<file path="config.mk">
export PLATFORM = sky130hd
export DESIGN_NAME = gvp_program_sequencer
export DESIGN_NICKNAME = d
export VERILOG_FILES = /design/src/rtl/gvp_pkg.sv /design/src/rtl/gvp_vec_assembler.sv /design/src/rtl/gvp_program_sequencer.sv
export SDC_FILE = /design/constraint.sdc
export NUM_CORES = 1
export LEC_CHECK = 0
export ABC_AREA = 0
export BUFFER_PORTS_ARGS = -buffer_cell sky130_fd_sc_hd__buf_2
export CORE_AREA = 2 2 220 222
export CTS_CLUSTER_SIZE = 20
export DETAILED_ROUTE_END_ITERATION = 16
export DIE_AREA = 0 0 222 224
export PLACE_DENSITY = 0.74
export SYNTH_ARGS = -nofsm -noshare
export SYNTH_HDL_FRONTEND = slang
export SYNTH_SLANG_ARGS = --single-unit
export TNS_END_PERCENT = 1
</file>
<file path="constraint.sdc">
create_clock -name a_clk -period 3 [get_ports a_clk]
set_clock_uncertainty 0.15 [all_clocks]
set_input_delay 0.3 -clock a_clk [delete_from_list [all_inputs] [get_ports a_clk]]
set_output_delay 0.3 -clock a_clk [all_outputs]
set_load 0.02 [all_outputs]
</file>
<file path="src/rtl/gvp_pkg.sv">
// Shared definitions for the GVP program sequencer: FSM encodings and the
// layout of the vector block that is handed to the vector core.
package gvp_pkg;

  typedef enum logic [2:0] {
    StIdle    = 3'd0,
    StCollect = 3'd1,
    StProgram = 3'd2,
    StGap     = 3'd3,
    StArmed   = 3'd4,
    StRun     = 3'd5,
    StDone    = 3'd6
  } gvp_state_e;

  localparam int unsigned WORD_W        = 32;
  localparam int unsigned WORDS_PER_VEC = 16;
  localparam int unsigned WORD_CNT_W    = 4;
  localparam int unsigned VEC_W         = WORD_W * WORDS_PER_VEC;

  // Vector core field layout: word 0 carries the target vector address.
  localparam int unsigned VP_WORD_ADDR  = 0;
  localparam int unsigned VP_ADDR_LSB   = 0;

  function automatic int unsigned word_lsb(input int unsigned k);
    return k * WORD_W;
  endfunction

endpackage

</file>
<file path="src/rtl/gvp_vec_assembler.sv">
// Collects 32-bit stream words into one 512-bit vector block and checks that
// tlast lands exactly on the final word.
module gvp_vec_assembler
  import gvp_pkg::*;
(
  input  logic                  clk,
  input  logic                  resetn,
  input  logic                  flush,
  input  logic                  word_valid,
  input  logic [WORD_W-1:0]     word_data,
  input  logic                  word_last,
  output logic [VEC_W-1:0]      vec,
  output logic [WORD_CNT_W-1:0] word_cnt,
  output logic                  vec_done,
  output logic                  frame_err
);

  logic [VEC_W-1:0]      vec_q;
  logic [WORD_CNT_W-1:0] cnt_q;
  logic                  at_last;

  assign at_last   = (cnt_q == WORD_CNT_W'(WORDS_PER_VEC - 1));
  assign frame_err = word_valid && !flush && (word_last != at_last);
  assign vec_done  = word_valid && !flush && word_last && at_last;
  assign vec       = vec_q;
  assign word_cnt  = cnt_q;

  always_ff @(posedge clk) begin
    if (!resetn || flush) begin
      vec_q <= '0;
      cnt_q <= '0;
    end else if (word_valid) begin
      if (frame_err) begin
        // Misframed vector: drop everything collected so far.
        vec_q <= '0;
        cnt_q <= '0;
      end else begin
        for (int unsigned k = 0; k < WORDS_PER_VEC; k++) begin
          if (cnt_q == WORD_CNT_W'(k)) vec_q[word_lsb(k) +: WORD_W] <= word_data;
        end
        cnt_q <= at_last ? '0 : cnt_q + WORD_CNT_W'(1);
      end
    end
  end

endmodule

</file>
<file path="src/rtl/gvp_program_sequencer.sv">
// Loads vector blocks from an AXI-stream into the GVP core, then arms, runs
// and aborts the core on command.
module gvp_program_sequencer
  import gvp_pkg::*;
#(
  parameter int unsigned NUM_VECTORS_N2 = 4,
  parameter int unsigned NUM_VECTORS    = 16,
  parameter int unsigned SETVEC_HOLD    = 8
) (
  input  logic                      a_clk,
  input  logic                      a_resetn,
  input  logic [31:0]               s_axis_tdata,
  input  logic                      s_axis_tvalid,
  output logic                      s_axis_tready,
  input  logic                      s_axis_tlast,
  input  logic                      cmd_start,
  input  logic                      cmd_abort,
  input  logic                      cmd_clear,
  input  logic                      gvp_finished,
  output logic                      gvp_reset,
  output logic                      setvec,
  output logic [511:0]              vp_set,
  output logic [NUM_VECTORS_N2:0]   vectors_loaded,
  output logic [2:0]                state,
  output logic                      done_pulse,
  output logic                      abort_pulse,
  output logic                      error
);

  localparam int unsigned LW    = NUM_VECTORS_N2 + 1;
  localparam int unsigned TMR_W = $clog2(SETVEC_HOLD + 1);

  gvp_state_e        state_q, state_d;
  logic [TMR_W-1:0]  tmr_q, tmr_d;
  logic [LW-1:0]     loaded_q, loaded_d;
  logic              error_q, error_d;
  logic              clear_pend_q, clear_pend_d;
  logic              entry_armed_q, entry_armed_d;
  logic              done_q, done_d;
  logic              abort_q, abort_d;
  logic              tready_q, tready_d;
  logic              fin_q;

  logic                  accept;
  logic                  flush;
  logic                  vec_done;
  logic                  frame_err;
  logic                  tmr_last;
  logic                  fin_rise;
  logic [WORD_CNT_W-1:0] word_cnt;

  assign accept   = s_axis_tvalid && tready_q;
  assign tmr_last = (tmr_q == TMR_W'(SETVEC_HOLD - 1));
  assign fin_rise = gvp_finished && !fin_q;

  gvp_vec_assembler u_asm (
    .clk        (a_clk),
    .resetn     (a_resetn),
    .flush      (flush),
    .word_valid (accept),
    .word_data  (s_axis_tdata),
    .word_last  (s_axis_tlast),
    .vec        (vp_set),
    .word_cnt   (word_cnt),
    .vec_done   (vec_done),
    .frame_err  (frame_err)
  );

  always_comb begin
    state_d       = state_q;
    tmr_d         = tmr_q;
    loaded_d      = loaded_q;
    error_d       = error_q;
    clear_pend_d  = clear_pend_q;
    entry_armed_d = entry_armed_q;
    done_d        = 1'b0;
    abort_d       = 1'b0;
    flush         = 1'b0;

    if (cmd_clear && (state_q != StProgram) && (state_q != StGap)) begin
      state_d  = StIdle;
      loaded_d = '0;
      error_d  = 1'b0;
      flush    = 1'b1;
    end else begin
      case (state_q)
        StIdle, StArmed: begin
          if (accept) begin
            if (frame_err) begin
              error_d = 1'b1;
            end else begin
              state_d       = StCollect;
              entry_armed_d = (state_q == StArmed);
            end
          end else if ((state_q == StArmed) && cmd_start && !cmd_abort) begin
            state_d = StRun;
          end
        end
        StCollect: begin
          if (frame_err) begin
            error_d = 1'b1;
            state_d = entry_armed_q ? StArmed : StIdle;
          end else if (vec_done) begin
            state_d = StProgram;
            tmr_d   = '0;
            // Table already full: still program it, but flag the overflow.
            if (loaded_q == LW'(NUM_VECTORS)) error_d = 1'b1;
          end
        end
        StProgram: begin
          if (cmd_clear) clear_pend_d = 1'b1;
          if (tmr_last) begin
            tmr_d   = '0;
            state_d = StGap;
          end else begin
            tmr_d = tmr_q + TMR_W'(1);
          end
        end
        StGap: begin
          if (cmd_clear) clear_pend_d = 1'b1;
          if (tmr_last) begin
            tmr_d = '0;
            if (clear_pend_q || cmd_clear) begin
              state_d      = StIdle;
              loaded_d     = '0;
              error_d      = 1'b0;
              clear_pend_d = 1'b0;
              flush        = 1'b1;
            end else begin
              state_d = StArmed;
              if (loaded_q != LW'(NUM_VECTORS)) loaded_d = loaded_q + LW'(1);
            end
          end else begin
            tmr_d = tmr_q + TMR_W'(1);
          end
        end
        StRun: begin
          if (cmd_abort) begin
            state_d = StArmed;
            abort_d = 1'b1;
          end else if (fin_rise) begin
            state_d = StDone;
            done_d  = 1'b1;
          end
        end
        StDone:  state_d = StArmed;
        default: state_d = StIdle;
      endcase
    end

    tready_d = (state_d == StIdle) || (state_d == StCollect) || (state_d == StArmed);
  end

  always_ff @(posedge a_clk) begin
    if (!a_resetn) begin
      state_q       <= StIdle;
      tmr_q         <= '0;
      loaded_q      <= '0;
      error_q       <= 1'b0;
      clear_pend_q  <= 1'b0;
      entry_armed_q <= 1'b0;
      done_q        <= 1'b0;
      abort_q       <= 1'b0;
      tready_q      <= 1'b0;
      fin_q         <= 1'b0;
    end else begin
      state_q       <= state_d;
      tmr_q         <= tmr_d;
      loaded_q      <= loaded_d;
      error_q       <= error_d;
      clear_pend_q  <= clear_pend_d;
      entry_armed_q <= entry_armed_d;
      done_q        <= done_d;
      abort_q       <= abort_d;
      tready_q      <= tready_d;
      fin_q         <= gvp_finished;
    end
  end

  assign s_axis_tready  = tready_q;
  assign gvp_reset      = (state_q != StRun);
  assign setvec         = (state_q == StProgram);
  assign vectors_loaded = loaded_q;
  assign state          = state_q;
  assign done_pulse     = done_q;
  assign abort_pulse    = abort_q;
  assign error          = error_q;

endmodule

</file>
==> results.cfg, run 1 <==
[run_status]
status = finished, violations left
violations = DRC

[timing]
finalSetupTns_ps = 0
tightest_slew_ps = 1097
slew_viol_final = 0
fmax_mhz = 383.9
slew_headroom = 0.2688
rsz0062_at_grt = false
final-hold-violation-count = 0
finalSetupViolations = 0
timing.final.crit_share = 0.8684
finalCriticalPeriod_ps = 2605

[clock_network]
clk_path_buf_depth = 3
cts.clk_slew.worst_paths_ps = 60
numCtsBuffers = 54
cts-root-buf = clkbuf_16
numClockSinks = 535
cts_tree = built
insertion_delay_ps = 600
htree_levels = 2

[global_routing]
grt_max_degree = 99
grt_pass1_vias = 17572
antenna_found_initial = 0
track_usage = 0.2844
overflow = 0
grt_pass1_wl_um = 109000

[place]
post_dp_cell_area_mm2 = 0.02292
dpl.hpwl_um = 48760
port-buffer-count = 565
routabilityCongestion = 0.8757
placed_cells = 3481

[drt]
firstDrtPassIters = 11
num_vias = 18987
routed_wl_um = 73680
antenna_left = 0
routedWlPerCell_um = 20.49
drc = 1
drt_iter0_drc = 1903
avgViaCountPerCell = 5.282

[critical_path]
crit_type = flop to flop
cp.required_ps = 3300
critPathLaunchType = flop
worst_setup_path_end_kind = flop
arrival_ps = 2910
r2r_slack_ps = 390
path_max_fanout = 98

[floorplanning]
start_util = 0.4142
die-area_mm2 = 0.04973
row_count = 80
ioPinCount = 566
fp.dieW_um = 222
dieHeight_um = 224
core_area_mm2 = 0.04735

[final_layout]
fillers = 4408
num-nets-final = 2982
layout_commonest_cell = nand2_1
syn_to_final_growth_pct = 26.84
instances_no_fill = 3595
n_antenna_cell = 0
drive_gt1_frac = 0.2809
final_cell_mix = nand2_1 (981), buf_2 (565), dfxtp_1 (535)
final_cell_area_mm2 = 0.02487

[logic_synthesis]
synthDistinctLibCells = 48
syn_avg_cell_area_um2 = 7.930
yosysSeqAreaShare = 0.5462
synth_top_area_frac = 0.5462
syn-cell-area_mm2 = 0.01961
syn_nets = 2520
synth_async_sr_flop_share = 0
synth_edf_count = 0
ys_warn_count = 0
synthFlopType = dfxtp_1
postSynthCellCount = 2473
synth_top_area_cell = dfxtp_1
synth_area_leaders = dfxtp_1 (55%), nand2_1 (19%), a21oi_1 (11%), a21oi_2 (4.0%), clkbuf_1 (2.6%)
ys_seq_elements = 535

[pwr]
p_total_mw = 14.58
power.static_leakage_nw = 9.779
ir_drop_mv = 0.4333
pwr_density_cell_mw_per_mm2 = 586.0

[worst_hold_path]
min_path_type = primary input to flop

[flow_run]
drv_cap = 0
layout make-up:
cell class              count  area (um^2)  share of cell area
clock buffers              75         1572             0.06318
clock inverters            26        251.5             0.01011
inverters                   6        22.52           0.0009055
multi-input cells        1699         7931              0.3189
flip-flops and latches    535        10710              0.4306
well taps                 615        769.5             0.03094
repair buffers            639         3616              0.1454
synth_stat cells, types with 7 or more instances:
master    count
nand2_1     981
dfxtp_1     535
a21oi_1     428
clkbuf_1    135
a21oi_2      90
buf_2        51
nand3_1      51
nand2b_1     36
buf_1        35
nor2_1       26
buf_6        12
nor3_1        9
o21ai_0       9
ha_1          7
worst max-delay path, cell delays in order (launching register included):
cell     delay (ps)
dfxtp_1         430
ha_1            210
and3_1          250
mux2i_1         360
nand3_2         220
nand2_8         280
buf_12          370
a21oi_1          90
logic make-up after synthesis:
group                    Yosys count  synth area share
AND/OR/NAND/NOR                 1140            0.2332
multiplexers                       3          0.001531
buffers and inverters            239           0.05360
AO/OA/AOI/OAI                    543            0.1584
adder cells (fa/ha/maj)            7          0.004466
flip-flops                       535            0.5462
XOR/XNOR                           6          0.002680
routing by layer:
metal | GRT usage | vias to the layer above | part of all wire
met2 | 0.4574 | 1001 | 0.46
met1 | 0.3672 | 8938 | 0.41
li1 | - | 8886 | -
met3 | 0.07568 | 162 | 0.10
met4 | 0.1053 | 0 | 0.035
met5 | 0 | - | 0
repair_timing:
item | in CTS | in global routing
setup endpoints to repair | 0 | 0
buffers inserted | 0 | 0
resized for setup | 0 | 0
endpoints found under the hold margin | 44 | 0
hold buffers | 13 | 0
worst paths after layout:
path,start,to,depth (start not counted)
min,s_axis_tdata[1],u_asm.vec[385],3
max,u_asm.word_cnt[0],u_asm.vec[379],7
max reg2reg,u_asm.word_cnt[0],u_asm.vec[379],7
min reg2reg,u_asm.vec[287],u_asm.vec[287],2
through the flow:
stage	setup WS (ps)	utilization	hold slack, ps
after global routing	238.6	0.5253	30.54
after CTS	430.5	0.5253	4.125
final	394.9	0.5253	47.56
after global placement	510.2	0.4841	286.8
after detailed placement	477.2	0.4841	292.4
after floorplan	710.0	-	270.1
power by group:
part | total (mW) | switching (mW) | internal [mW]
Combinational | 0.584 | 0.458 | 0.126
Sequential | 7.13 | 0.0109 | 7.12
Clock | 6.86 | 2.92 | 3.94
Total | 14.6 | 3.39 | 11.2
flip-flops by register name, summed over array words and instances, names as in the netlist, 3 cells and up:
| signal | count |
|---|---|
| u_asm.vec | 512 |
| vectors_loaded | 5 |
| u_asm.word_cnt | 4 |
| state | 3 |
| tmr_q | 4 |
No activity file was read; power rests on OpenSTA's default activity.
==> run 2, diff against run 1 <==
--- a/config.mk
+++ b/config.mk
@@ -12,6 +12,7 @@
 export DETAILED_ROUTE_END_ITERATION = 16
 export DIE_AREA = 0 0 222 224
 export PLACE_DENSITY = 0.74
+export REMOVE_ABC_BUFFERS = 1
 export SYNTH_ARGS = -nofsm -noshare
 export SYNTH_HDL_FRONTEND = slang
 export SYNTH_SLANG_ARGS = --single-unit
==> run 2 against run 1 <==
  * The run now ends clean
  * Count of clock-buffer cells in the layout is 4 higher
  * Sequential share of layout area up 0.42 points
  * Total power down 0.59%
  * Critical path type unchanged
  * Largest cell class unchanged
==> results.cfg, run 2 (synthesis gave the netlist of run 1 again) <==
[clock_network]
insertion_delay_ps = 580
cts-root-buf = clkbuf_16
numClockSinks = 535
htree_levels = 2
cts_setup_buffers = 0
clk_path_buf_depth = 3
cts.clk_slew.worst_paths_ps = 60
numCtsBuffers = 53
cts_tree = built

[final_layout]
final_cell_mix = nand2_1 (981), buf_2 (565), dfxtp_1 (535)
final_cell_area_mm2 = 0.02463
layout_commonest_cell = nand2_1
num-nets-final = 2972
multi_input_area_mm2 = 0.007911
regArea_mm2 = 0.01071
fillers = 4506
syn_to_final_growth_pct = 25.60
instances_no_fill = 3581
drive_gt1_frac = 0.2771
n_antenna_cell = 0
largest_reg_flops = 512

[global_routing]
grt_max_degree = 82
antenna_found_initial = 1
grt_pass1_vias = 16736
overflow = 0
track_usage = 0.2790
grt_pass1_wl_um = 105200

[critical_path]
arrival_ps = 2850
path_max_fanout = 30
cp.required_ps = 3310
worst_setup_path_end_kind = flop
critPathLaunchType = flop
crit_type = flop to flop

[floorplanning]
start_util = 0.4142
fp.dieW_um = 222
ioPinCount = 566
dieHeight_um = 224
die-area_mm2 = 0.04973
row_count = 80
core_area_mm2 = 0.04735

[timing]
slew_viol_final = 0
timing.final.crit_share = 0.8476
finalSetupTns_ps = 0
fmax_mhz = 393.3
tightest_slew_ps = 982.4
fin_hold_ws_ps = 59.59
finalCriticalPeriod_ps = 2543
slew_headroom = 0.3451
rsz0062_at_grt = false
finalSetupViolations = 0
final-hold-violation-count = 0

[run_status]
status = finished, final reports clean

[place]
dpl.hpwl_um = 45330
routabilityCongestion = 0.8442
port-buffer-count = 565
post_dp_cell_area_mm2 = 0.02281
placed_cells = 3479

[pwr]
power.static_leakage_nw = 9.667
pwr_density_cell_mw_per_mm2 = 588.3
ir_drop_mv = 0.3854
p_total_mw = 14.49

[drt]
num_vias = 18811
routed_wl_um = 73240
antenna_left = 0
avgViaCountPerCell = 5.253
drt_iter0_drc = 1964
routedWlPerCell_um = 20.45
drc = 0
firstDrtPassIters = 7

[flow_run]
drv_cap = 0

[worst_hold_path]
min_path_type = primary input to flop
==> run 2: cell types whose count changed in the layout (fill, tap and decap cells not counted), moves of 3 or more <==
cell           delta
clkinv_2          -5
buf_4             +4
buf_12            -6
nand3_2           -3
clkbuf_1          +5
dlygate4sd3_1     -7
nand3_1           +3
==> run 2: cell type report <==
class	instances	share of cell area
multi-input cells	1699	0.3212
flip-flops and latches	535	0.4348
inverters	6	0.0009144
clock inverters	17	0.008432
well taps	615	0.03124
clock buffers	79	0.06309
repair buffers	630	0.1403
==> run 2: stage by stage <==
step | util | setup slack (ps)
after floorplan | - | -4237
after global placement | 0.4818 | 555.0
after detailed placement | 0.4818 | 535.9
after CTS | 0.5202 | 501.8
after global routing | 0.5202 | 326.0
final | 0.5202 | 457.3
==> run 2: power by group <==
group / total, mW / leakage (nW) / internal (mW) / switching (mW)
registers: 7.13 / 4.31 / 7.12 / 0.0100
logic: 0.616 / 4.48 / 0.114 / 0.502
clock network: 6.75 / 0.874 / 3.93 / 2.82
total: 14.5 / 9.67 / 11.2 / 3.33
==> run 2: final timing paths <==
kind	startpoint	endpoint	slack (ps)	cells past startpoint
max reg2reg	tmr_q[0]	u_asm.vec[411]	460	8
max	tmr_q[0]	u_asm.vec[411]	460	8
min	s_axis_tvalid	u_asm.word_cnt[1]	60	4
min reg2reg	u_asm.vec[68]	u_asm.vec[68]	300	2
==> run 2: routing by layer <==
layer / share of wire / up-vias / routed length, um / GRT usage
li1: - / 8853 / - / -
met1: 0.40 / 8804 / 29200 / 0.3560
met2: 0.46 / 988 / 34000 / 0.4502
met3: 0.095 / 166 / 6938 / 0.06676
met4: 0.042 / 0 / 3112 / 0.1236
met5: 0 / - / 0 / 0
==> run 2: repair_timing <==
item / 4_1_cts / 5_1_grt
hold endpoints to repair: 13 / 0
gates resized for setup: 0 / 0
hold buffers: 6 / 0
==> run 2: worst max-delay path, stage by stage (launching register included) <==
cell and delay [ps]:
dfxtp_1 380, ha_1 200, nand4b_1 160, or3_1 440, and3_1 300, nand2_8 210
buf_12 240, buf_12 220, a21oi_1 70
